$ cat config.mk
export PLATFORM = sky130hd
export DESIGN_NAME = alarm_unit_flat
export DESIGN_NICKNAME = d
export VERILOG_FILES = /design/src/rtl/alarm_pkg.sv /design/src/rtl/alarm_unit_if.sv /design/src/rtl/alarm_unit_time12_add.sv /design/src/rtl/alarm_unit.sv /design/src/flat_wrapper.sv
export SDC_FILE = /design/constraint.sdc
export NUM_CORES = 1
export LEC_CHECK = 0
export CAP_MARGIN = 20
export CORE_MARGIN = 2
export CORE_UTILIZATION = 50
export CTS_BUF_LIST = sky130_fd_sc_hd__clkbuf_2
export CTS_CLUSTER_SIZE = 24
export DETAILED_ROUTE_END_ITERATION = 8
export PLACE_DENSITY = 0.82
export SLEW_MARGIN = 25
export SYNTH_ARGS = -nofsm -noshare
export SYNTH_HDL_FRONTEND = slang
export SYNTH_SLANG_ARGS = --single-unit
$ cat constraint.sdc
create_clock -name clk -period 2.9 [get_ports clk]
set_clock_uncertainty 0.15 [all_clocks]
set_input_delay 0.58 -clock clk [delete_from_list [all_inputs] [get_ports clk]]
set_output_delay 0.58 -clock clk [all_outputs]
set_load 0.02 [all_outputs]
$ cat src/rtl/alarm_pkg.sv
// Shared types and constants for the alarm stage: FSM states, the 12-hour
// time record and the single-step edit helpers for hour and minute.
package alarm_pkg;

    typedef enum logic [1:0] {
        IDLE    = 2'd0,
        ARMED   = 2'd1,
        RINGING = 2'd2,
        SNOOZE  = 2'd3
    } state_e;

    localparam logic [4:0] HR_MIN  = 5'd1;
    localparam logic [4:0] HR_MAX  = 5'd12;
    localparam logic [5:0] MIN_MAX = 6'd59;

    typedef struct packed {
        logic [4:0] hr;
        logic [5:0] min;
        logic       pm;
    } time12_t;

    localparam time12_t MIDNIGHT = '{hr: HR_MAX, min: 6'd0, pm: 1'b0};

    // Hour step for editing: 12 wraps to 1, AM/PM is left alone.
    function automatic logic [4:0] nextHour(input logic [4:0] hr);
        return (hr == HR_MAX) ? HR_MIN : hr + 5'd1;
    endfunction

    // Minute step for editing: 59 wraps to 0 without touching the hour.
    function automatic logic [5:0] nextMinute(input logic [5:0] min);
        return (min == MIN_MAX) ? 6'd0 : min + 6'd1;
    endfunction

endpackage

$ cat src/rtl/alarm_unit_if.sv
// Bundle of the running time, key/switch controls and alarm outputs.
// The board top (master) drives time and controls; the alarm (slave) answers.
interface alarm_unit_if;

    logic [4:0] hr;
    logic [5:0] min;
    logic [5:0] sec;
    logic       pm;
    logic       arm;
    logic       set_en;
    logic       inc_hr;
    logic       inc_min;
    logic       tog_pm;
    logic       snooze;
    logic       stop;

    logic [4:0] alarm_hr;
    logic [5:0] alarm_min;
    logic       alarm_pm;
    logic       ringing;
    logic [1:0] state;
    logic [9:0] led;

    modport master (
        output hr, min, sec, pm, arm, set_en, inc_hr, inc_min, tog_pm, snooze, stop,
        input  alarm_hr, alarm_min, alarm_pm, ringing, state, led
    );

    modport slave (
        input  hr, min, sec, pm, arm, set_en, inc_hr, inc_min, tog_pm, snooze, stop,
        output alarm_hr, alarm_min, alarm_pm, ringing, state, led
    );

endinterface

$ cat src/rtl/alarm_unit_time12_add.sv
// Combinational 12-hour clock addition of a fixed minute count (1..59),
// carrying into the hour and flipping AM/PM when 11 rolls over to 12.
module time12_add
    import alarm_pkg::*;
#(
    parameter int unsigned ADD_MIN = 5
) (
    input  time12_t t_i,
    output time12_t t_o
);

    logic [6:0] minSum;

    // At most one hour carry since the addend is below an hour.
    always_comb begin
        minSum = {1'b0, t_i.min} + 7'(ADD_MIN);
        t_o    = t_i;
        if (minSum >= 7'd60) begin
            t_o.min = 6'(minSum - 7'd60);
            if (t_i.hr == HR_MAX) begin
                t_o.hr = HR_MIN;
            end else begin
                t_o.hr = t_i.hr + 5'd1;
                if (t_i.hr == HR_MAX - 5'd1) begin
                    t_o.pm = ~t_i.pm;
                end
            end
        end else begin
            t_o.min = minSum[5:0];
        end
    end

endmodule

$ cat src/rtl/alarm_unit.sv
// Alarm stage: stores an editable alarm time, rings when the running time
// reaches it, supports a bounded number of snoozes, times out after a fixed
// number of seconds and blinks the LED bar while ringing.
module alarm_unit
    import alarm_pkg::*;
#(
    parameter int unsigned CLK_HZ     = 50_000_000,
    parameter int unsigned BLINK_HZ   = 2,
    parameter int unsigned RING_SEC   = 60,
    parameter int unsigned SNOOZE_MIN = 5,
    parameter int unsigned MAX_SNOOZE = 3
) (
    input  logic         clk,
    input  logic         rst,
    alarm_unit_if.slave  bus
);

    localparam int unsigned BLINK_RAW  = CLK_HZ / (2 * BLINK_HZ);
    localparam int unsigned BLINK_HALF = (BLINK_RAW > 0) ? BLINK_RAW : 1;
    localparam int unsigned BW   = (BLINK_HALF > 1) ? $clog2(BLINK_HALF) : 1;
    localparam int unsigned RC_W = (RING_SEC > 1) ? $clog2(RING_SEC) : 1;
    localparam int unsigned SC_W = (MAX_SNOOZE > 0) ? $clog2(MAX_SNOOZE + 1) : 1;

    localparam logic [BW-1:0]   BLINK_LAST = BW'(BLINK_HALF - 1);
    localparam logic [RC_W-1:0] RING_LAST  = RC_W'(RING_SEC - 1);
    localparam logic [SC_W-1:0] SNOOZE_CAP = SC_W'(MAX_SNOOZE);

    state_e          state_q;
    time12_t         alarm_q;
    time12_t         target_q;
    logic [5:0]      secCopy_q;
    logic [RC_W-1:0] ringCnt_q;
    logic [SC_W-1:0] snoozeCnt_q;
    logic [BW-1:0]   blinkCnt_q;
    logic            blinkOn_q;
    logic            led_q;
    logic            ringing_q;

    time12_t nowTime;
    time12_t snoozeSum;
    logic    tick;
    logic    alarmMatch;
    logic    snoozeMatch;

    assign nowTime = '{hr: bus.hr, min: bus.min, pm: bus.pm};

    time12_add #(.ADD_MIN(SNOOZE_MIN)) u_snoozeAdd (
        .t_i (nowTime),
        .t_o (snoozeSum)
    );

    // A second boundary is any cycle where the seconds input moved; matches only fire on it.
    always_comb begin
        tick        = (bus.sec != secCopy_q);
        alarmMatch  = tick && (bus.sec == 6'd0) && (nowTime == alarm_q);
        snoozeMatch = tick && (bus.sec == 6'd0) && (nowTime == target_q);
    end

    // Alarm FSM with alarm-time editing, ring/snooze counters and the blink divider.
    always_ff @(posedge clk) begin
        if (rst) begin
            state_q     <= IDLE;
            alarm_q     <= MIDNIGHT;
            target_q    <= MIDNIGHT;
            secCopy_q   <= bus.sec;
            ringCnt_q   <= '0;
            snoozeCnt_q <= '0;
            blinkCnt_q  <= '0;
            blinkOn_q   <= 1'b0;
            led_q       <= 1'b0;
            ringing_q   <= 1'b0;
        end else begin
            secCopy_q <= bus.sec;

            if (bus.set_en && (state_q == IDLE || state_q == ARMED)) begin
                if (bus.inc_hr)  alarm_q.hr  <= nextHour(alarm_q.hr);
                if (bus.inc_min) alarm_q.min <= nextMinute(alarm_q.min);
                if (bus.tog_pm)  alarm_q.pm  <= ~alarm_q.pm;
            end

            ringing_q  <= 1'b0;
            led_q      <= 1'b0;
            blinkCnt_q <= '0;
            blinkOn_q  <= 1'b0;

            if (!bus.arm) begin
                state_q <= IDLE;
            end else begin
                case (state_q)
                    IDLE: begin
                        state_q <= ARMED;
                    end
                    ARMED: begin
                        if (alarmMatch && !bus.set_en) begin
                            state_q     <= RINGING;
                            ringing_q   <= 1'b1;
                            ringCnt_q   <= '0;
                            snoozeCnt_q <= '0;
                            blinkOn_q   <= 1'b1;
                        end
                    end
                    RINGING: begin
                        if (bus.stop) begin
                            state_q <= ARMED;
                        end else if (bus.snooze) begin
                            if (snoozeCnt_q < SNOOZE_CAP) begin
                                state_q     <= SNOOZE;
                                snoozeCnt_q <= snoozeCnt_q + SC_W'(1);
                                target_q    <= snoozeSum;
                            end else begin
                                state_q <= ARMED;
                            end
                        end else if (tick && ringCnt_q == RING_LAST) begin
                            state_q <= ARMED;
                        end else begin
                            ringing_q <= 1'b1;
                            led_q     <= blinkOn_q;
                            if (tick) ringCnt_q <= ringCnt_q + RC_W'(1);
                            if (blinkCnt_q == BLINK_LAST) begin
                                blinkCnt_q <= '0;
                                blinkOn_q  <= ~blinkOn_q;
                            end else begin
                                blinkCnt_q <= blinkCnt_q + BW'(1);
                                blinkOn_q  <= blinkOn_q;
                            end
                        end
                    end
                    SNOOZE: begin
                        if (bus.stop) begin
                            state_q <= ARMED;
                        end else if (snoozeMatch) begin
                            state_q   <= RINGING;
                            ringing_q <= 1'b1;
                            ringCnt_q <= '0;
                            blinkOn_q <= 1'b1;
                        end
                    end
                    default: begin
                        state_q <= IDLE;
                    end
                endcase
            end
        end
    end

    assign bus.alarm_hr  = alarm_q.hr;
    assign bus.alarm_min = alarm_q.min;
    assign bus.alarm_pm  = alarm_q.pm;
    assign bus.ringing   = ringing_q;
    assign bus.state     = state_q;
    assign bus.led       = {10{led_q}};

endmodule

$ cat src/flat_wrapper.sv
// flat-port wrapper written by rule: the top's interface ports become plain ports
module alarm_unit_flat import alarm_pkg::*;
#(
    parameter int unsigned CLK_HZ     = 50_000_000,
    parameter int unsigned BLINK_HZ   = 2,
    parameter int unsigned RING_SEC   = 60,
    parameter int unsigned SNOOZE_MIN = 5,
    parameter int unsigned MAX_SNOOZE = 3
)
  (clk, rst, bus_hr, bus_min, bus_sec, bus_pm, bus_arm, bus_set_en, bus_inc_hr, bus_inc_min, bus_tog_pm, bus_snooze, bus_stop, bus_alarm_hr, bus_alarm_min, bus_alarm_pm, bus_ringing, bus_state, bus_led);
  alarm_unit_if bus_i ();
  input  logic clk;
  input  logic rst;
  input wire logic [$bits(bus_i.hr)-1:0] bus_hr;
  input wire logic [$bits(bus_i.min)-1:0] bus_min;
  input wire logic [$bits(bus_i.sec)-1:0] bus_sec;
  input wire logic [$bits(bus_i.pm)-1:0] bus_pm;
  input wire logic [$bits(bus_i.arm)-1:0] bus_arm;
  input wire logic [$bits(bus_i.set_en)-1:0] bus_set_en;
  input wire logic [$bits(bus_i.inc_hr)-1:0] bus_inc_hr;
  input wire logic [$bits(bus_i.inc_min)-1:0] bus_inc_min;
  input wire logic [$bits(bus_i.tog_pm)-1:0] bus_tog_pm;
  input wire logic [$bits(bus_i.snooze)-1:0] bus_snooze;
  input wire logic [$bits(bus_i.stop)-1:0] bus_stop;
  output wire logic [$bits(bus_i.alarm_hr)-1:0] bus_alarm_hr;
  output wire logic [$bits(bus_i.alarm_min)-1:0] bus_alarm_min;
  output wire logic [$bits(bus_i.alarm_pm)-1:0] bus_alarm_pm;
  output wire logic [$bits(bus_i.ringing)-1:0] bus_ringing;
  output wire logic [$bits(bus_i.state)-1:0] bus_state;
  output wire logic [$bits(bus_i.led)-1:0] bus_led;
  assign bus_i.hr = bus_hr;
  assign bus_i.min = bus_min;
  assign bus_i.sec = bus_sec;
  assign bus_i.pm = bus_pm;
  assign bus_i.arm = bus_arm;
  assign bus_i.set_en = bus_set_en;
  assign bus_i.inc_hr = bus_inc_hr;
  assign bus_i.inc_min = bus_inc_min;
  assign bus_i.tog_pm = bus_tog_pm;
  assign bus_i.snooze = bus_snooze;
  assign bus_i.stop = bus_stop;
  assign bus_alarm_hr = bus_i.alarm_hr;
  assign bus_alarm_min = bus_i.alarm_min;
  assign bus_alarm_pm = bus_i.alarm_pm;
  assign bus_ringing = bus_i.ringing;
  assign bus_state = bus_i.state;
  assign bus_led = bus_i.led;
  alarm_unit #(.CLK_HZ(CLK_HZ), .BLINK_HZ(BLINK_HZ), .RING_SEC(RING_SEC), .SNOOZE_MIN(SNOOZE_MIN), .MAX_SNOOZE(MAX_SNOOZE)) u_core (.clk(clk), .rst(rst), .bus(bus_i));
endmodule
==> impl_summary.md <==
Synth
The register bit count reported by yosys is 67. The per-instance average area after synthesis is 8.39 µm². The proportion of synthesized chip area in sequential cells is 35.9%. In this run the cell area of the synthesized design comes to 3730 µm². Counting every instance in the synthesized netlist gives 445. The number of distinct library cells after synthesis is 58. The fraction of registers with async set or reset after synthesis is 0%. The number of enable-type register cells in the synthesized netlist is 0. When the netlist entered floorplanning its net count stood at 483. Yosys printed 0 warnings.

The main flop type after synthesis is dfxtp_1.

Route
The post-route antenna net violation count is 0. After detailed routing, the number of vias per cell comes to 5.54. The detailed-route via count is 3399. The final routed wire length divided by cell count is 14.1 µm. For this run, design rule violations remaining after detail routing come to 0. The sum of routed wire length over all layers is 8.62 mm. In this run, the number of DRC markers left after iteration 0 of detailed routing was 176. The count of TritonRoute iterations in the first routing pass is 5.

Global route
Entering global routing, the biggest net connects 17 pins. In the global route stage, met3 resource usage came out at 4.17%. After global routing, the most crowded layer is met2. The first-pass GRT wire length is 14.8 mm.

The initial antenna violation count is 0. Across every metal layer, demand over resource in global routing totals 21.8%. The remaining global-route overflow is 0. Global routing consumed, on the met1 layer, 26.8% of the routing resources. The number of global-route vias before repair is 3276. The met2 track utilization from global routing is 36.5%.

Layout
The most common library cell in the layout ignoring fill and taps is nor2_1. In the final design database the tool counted 547 nets. The fraction of layout cells with a size suffix above 1 is 11.3%.

Measured on the finished design, the core utilization comes to 63.2%. The area growth from synthesis to layout is 22.9%. The sequential cells in the finished layout cover a total of 1340 µm².

The multi-input combinational cells in the finished layout cover a total of 2180 µm². The cell area after layout is 4590 µm². Once layout is complete, the cells apart from fillers number 613. The filler cell count in the final layout is 602. 0 antenna diodes ended up in the layout.

Leaving out fill and tap cells, the most frequent cells in the layout are nor2_1 (70), dfxtp_1 (67), clkdlybuf4s50_1 (51).

Timing
The final critical-path required period is 2600 ps. The worst path meets setup with 303 ps of slack. Final hold analysis gives a worst-case slack of 339 ps. Static timing analysis puts the maximum clock frequency at 385 MHz.

The hold violation total from the final report is 0. The total of endpoints with negative setup slack in the final report is 0. Setup repair after global routing left no endpoint under its margin. At the pin with the least slew margin, the transition time is 504 ps.

The worst slew slack as a fraction of its limit is 66.4%. The max-slew violation count was 0. The post-route clock period utilization is 89.5%.

The final sum of negative setup slack is 0 ps.

Floorplanning
In this run the horizontal extent of the chip is 90.4 µm. The overall die area is 8170 µm². The total number of placement rows is 31. The core region is 7250 µm². The initial cell density of the core is 51.5%.

The die is 90.4 µm tall. The top-level I/O count is 52.

Power and ir drop
The internal portion of the total power is 1.43 mW. The net switching power figure is 0.509 mW. The share of power burned in the clock network is 38.7%. The total power per unit cell area is 423 nW/µm². The switching power as a share of total power is 26.2%. For this design the static power due to leakage is 1.73 nW.

The peak ir drop on the vdd network is 0.000197 V. After layout, the design draws a total of 1.94 mW. The power share of the sequential group is 49.0%.

The part of the power in combinational logic is 12.3%.

Setup path
For this run, the slowest stage of the critical path takes 470 ps. The endpoint type of the worst setup path is a flop. The worst path arrival time is 2880 ps. By instance count, the cell type seen most on the critical path is ha_1. The maximum net fanout on the critical path is 6. Together, buffers and inverters on the worst path number 2. The startpoint of the worst-slack reg-to-reg timing path is u_core.secCopy_q[5]$_DFF_P_. The source of the critical timing path is bus_min[0].

The type of the worst setup path is primary input to flop. The kind of cell adding the most delay to the critical path is simple AND/OR/NAND/NOR gates. Traced cell by cell, the critical path runs through clkdlybuf4s50_1 -> ha_1 -> xnor2_1 -> ha_1 -> nand2_1 -> a311oi_4 -> or2_1 -> buf_4 -> nor3_1 -> nor4_2.

The worst path required time is 3190 ps. The cell with the biggest individual delay on the critical path is clkdlybuf4s50_1. The category of the worst setup path launch point is a primary input.

CTS
The number of sinks on the clock net is 67. After clock tree synthesis, the clock-pin slew on the worst setup and hold paths is 180 ps. The setup fix buffers added after clock tree synthesis is 0. Buffers inserted during clock tree synthesis total 9. The CTS root buffer is clkbuf_2. In this run the number of H-tree levels came out at 3.

In this run the deepest clock path goes through 2 buffers. The hold-fix buffer count after cts is 0. For the worst-skew pair, the clock arrives at the later sink with an insertion delay of 530 ps.

Post-CTS repair changed the size of 0 cells. The TritonCTS clock tree is yes.

Worst hold path
The startpoint identified for the worst hold timing path is u_core.blinkCnt_q[0]$_SDFF_PP0_. The worst hold path belongs to the class flop to flop.

Place
Input and output buffers added on the ports amount to 51. The HPWL after detailed placement is 6.55 mm. The routability congestion estimate from global placement is 0.904. The placement-stage cell area is 4420 µm².

Timing analysis after detailed placement gives a worst setup slack of -205 ps. After detailed placement, the design holds a cell count of 597.

Flow run
Max-cap violations in this run came to 0.

Outcome
The run finished with clean final reports.
## power by group through the flow
stage / clock [mW] / sequential (mW) / combinational [mW]
after CTS: 0.758 / 0.950 / 0.237
final: 0.752 / 0.950 / 0.239
after floorplan: 0 / 0.973 / 0.116
after detailed placement: 0 / 0.968 / 0.237
after global routing: 0.794 / 0.953 / 0.257
after global placement: 0 / 0.968 / 0.228
## synthesized netlist by cell type, types with 5 or more instances
master / count / share of area (%)
dfxtp_1: 67 / 36
xor2_1: 48 / 11
nor3_1: 11 / 1.5
inv_1: 12 / 1.2
o21ai_0: 9 / 1.2
clkbuf_1: 9 / 0.91
buf_4: 12 / 2.4
and3_1: 8 / 1.3
nand3_1: 22 / 3.0
nor2_1: 70 / 7.0
ha_1: 11 / 3.7
nand4_1: 7 / 1.2
nor4_1: 8 / 1.3
a21oi_1: 23 / 3.1
nand2b_1: 5 / 0.84
xnor2_1: 13 / 3.1
and4_1: 5 / 1.2
a211oi_1: 8 / 1.6
nand2_1: 30 / 3.0
## layer usage
layer | routed length (µm) | part of all wire, %
met5 | 0 | 0
met4 | 259 | 3.0
met3 | 475 | 5.5
met2 | 4050 | 47
met1 | 3840 | 45
## layout make-up
| type | count | share of cell area, % |
|---|---|---|
| clock buffer | 9 | 0.982 |
| clock inverter | 7 | 2.70 |
| inverter | 12 | 0.982 |
| multi-input combinational | 339 | 47.5 |
| sequential | 67 | 29.2 |
| tap | 99 | 2.70 |
| timing repair buffer | 80 | 15.9 |
## kinds of logic (layout without fill, tap and decap cells)
logic type / Yosys count / count (layout) / share of synthesized area (%)
buffers and inverters: 39 / 108 / 5.67
AND/OR/NAND/NOR: 195 / 195 / 26.2
flip-flops: 67 / 67 / 35.9
XOR/XNOR: 61 / 61 / 14.3
AO/OA/AOI/OAI: 70 / 70 / 13.6
multiplexers: 2 / 2 / 0.536
adder cells (fa/ha/maj): 11 / 11 / 3.69
## worst register-to-register path, delay by kind of cell, from the launching register on
kind | cells | cell delay (ps)
AO/OA/AOI/OAI | 3 | 940
AND/OR/NAND/NOR | 1 | 460
flip-flops | 1 | 360
XOR/XNOR | 1 | 160
buffers and inverters | 1 | 80
## worst paths after layout
check	endpoint	slack [ps]	cells after the start
worst min-delay path	u_core.blinkCnt_q[0]$_SDFF_PP0_	340	1
worst min register to register	u_core.blinkCnt_q[0]$_SDFF_PP0_	340	1
worst max-delay path	u_core.target_q[7]$_SDFFE_PP0P_	300	10
worst max register to register	u_core.ringCnt_q[0]$_SDFFE_PP0P_	650	6
## flip-flops by register name (all words and copies together) (netlist names)
signal and cells:
u_core.secCopy_q 6, u_core.bus.alarm_pm 1, u_core.snoozeCnt_q 2, u_core.bus.alarm_min 6
u_core.bus.ringing 1, u_core.blinkOn_q 1, u_core.blinkCnt_q 24, u_core.led_q 1
u_core.ringCnt_q 6, u_core.bus.state 2, u_core.target_q 12, u_core.bus.alarm_hr 5
No activity file was read; power rests on OpenSTA's default activity.
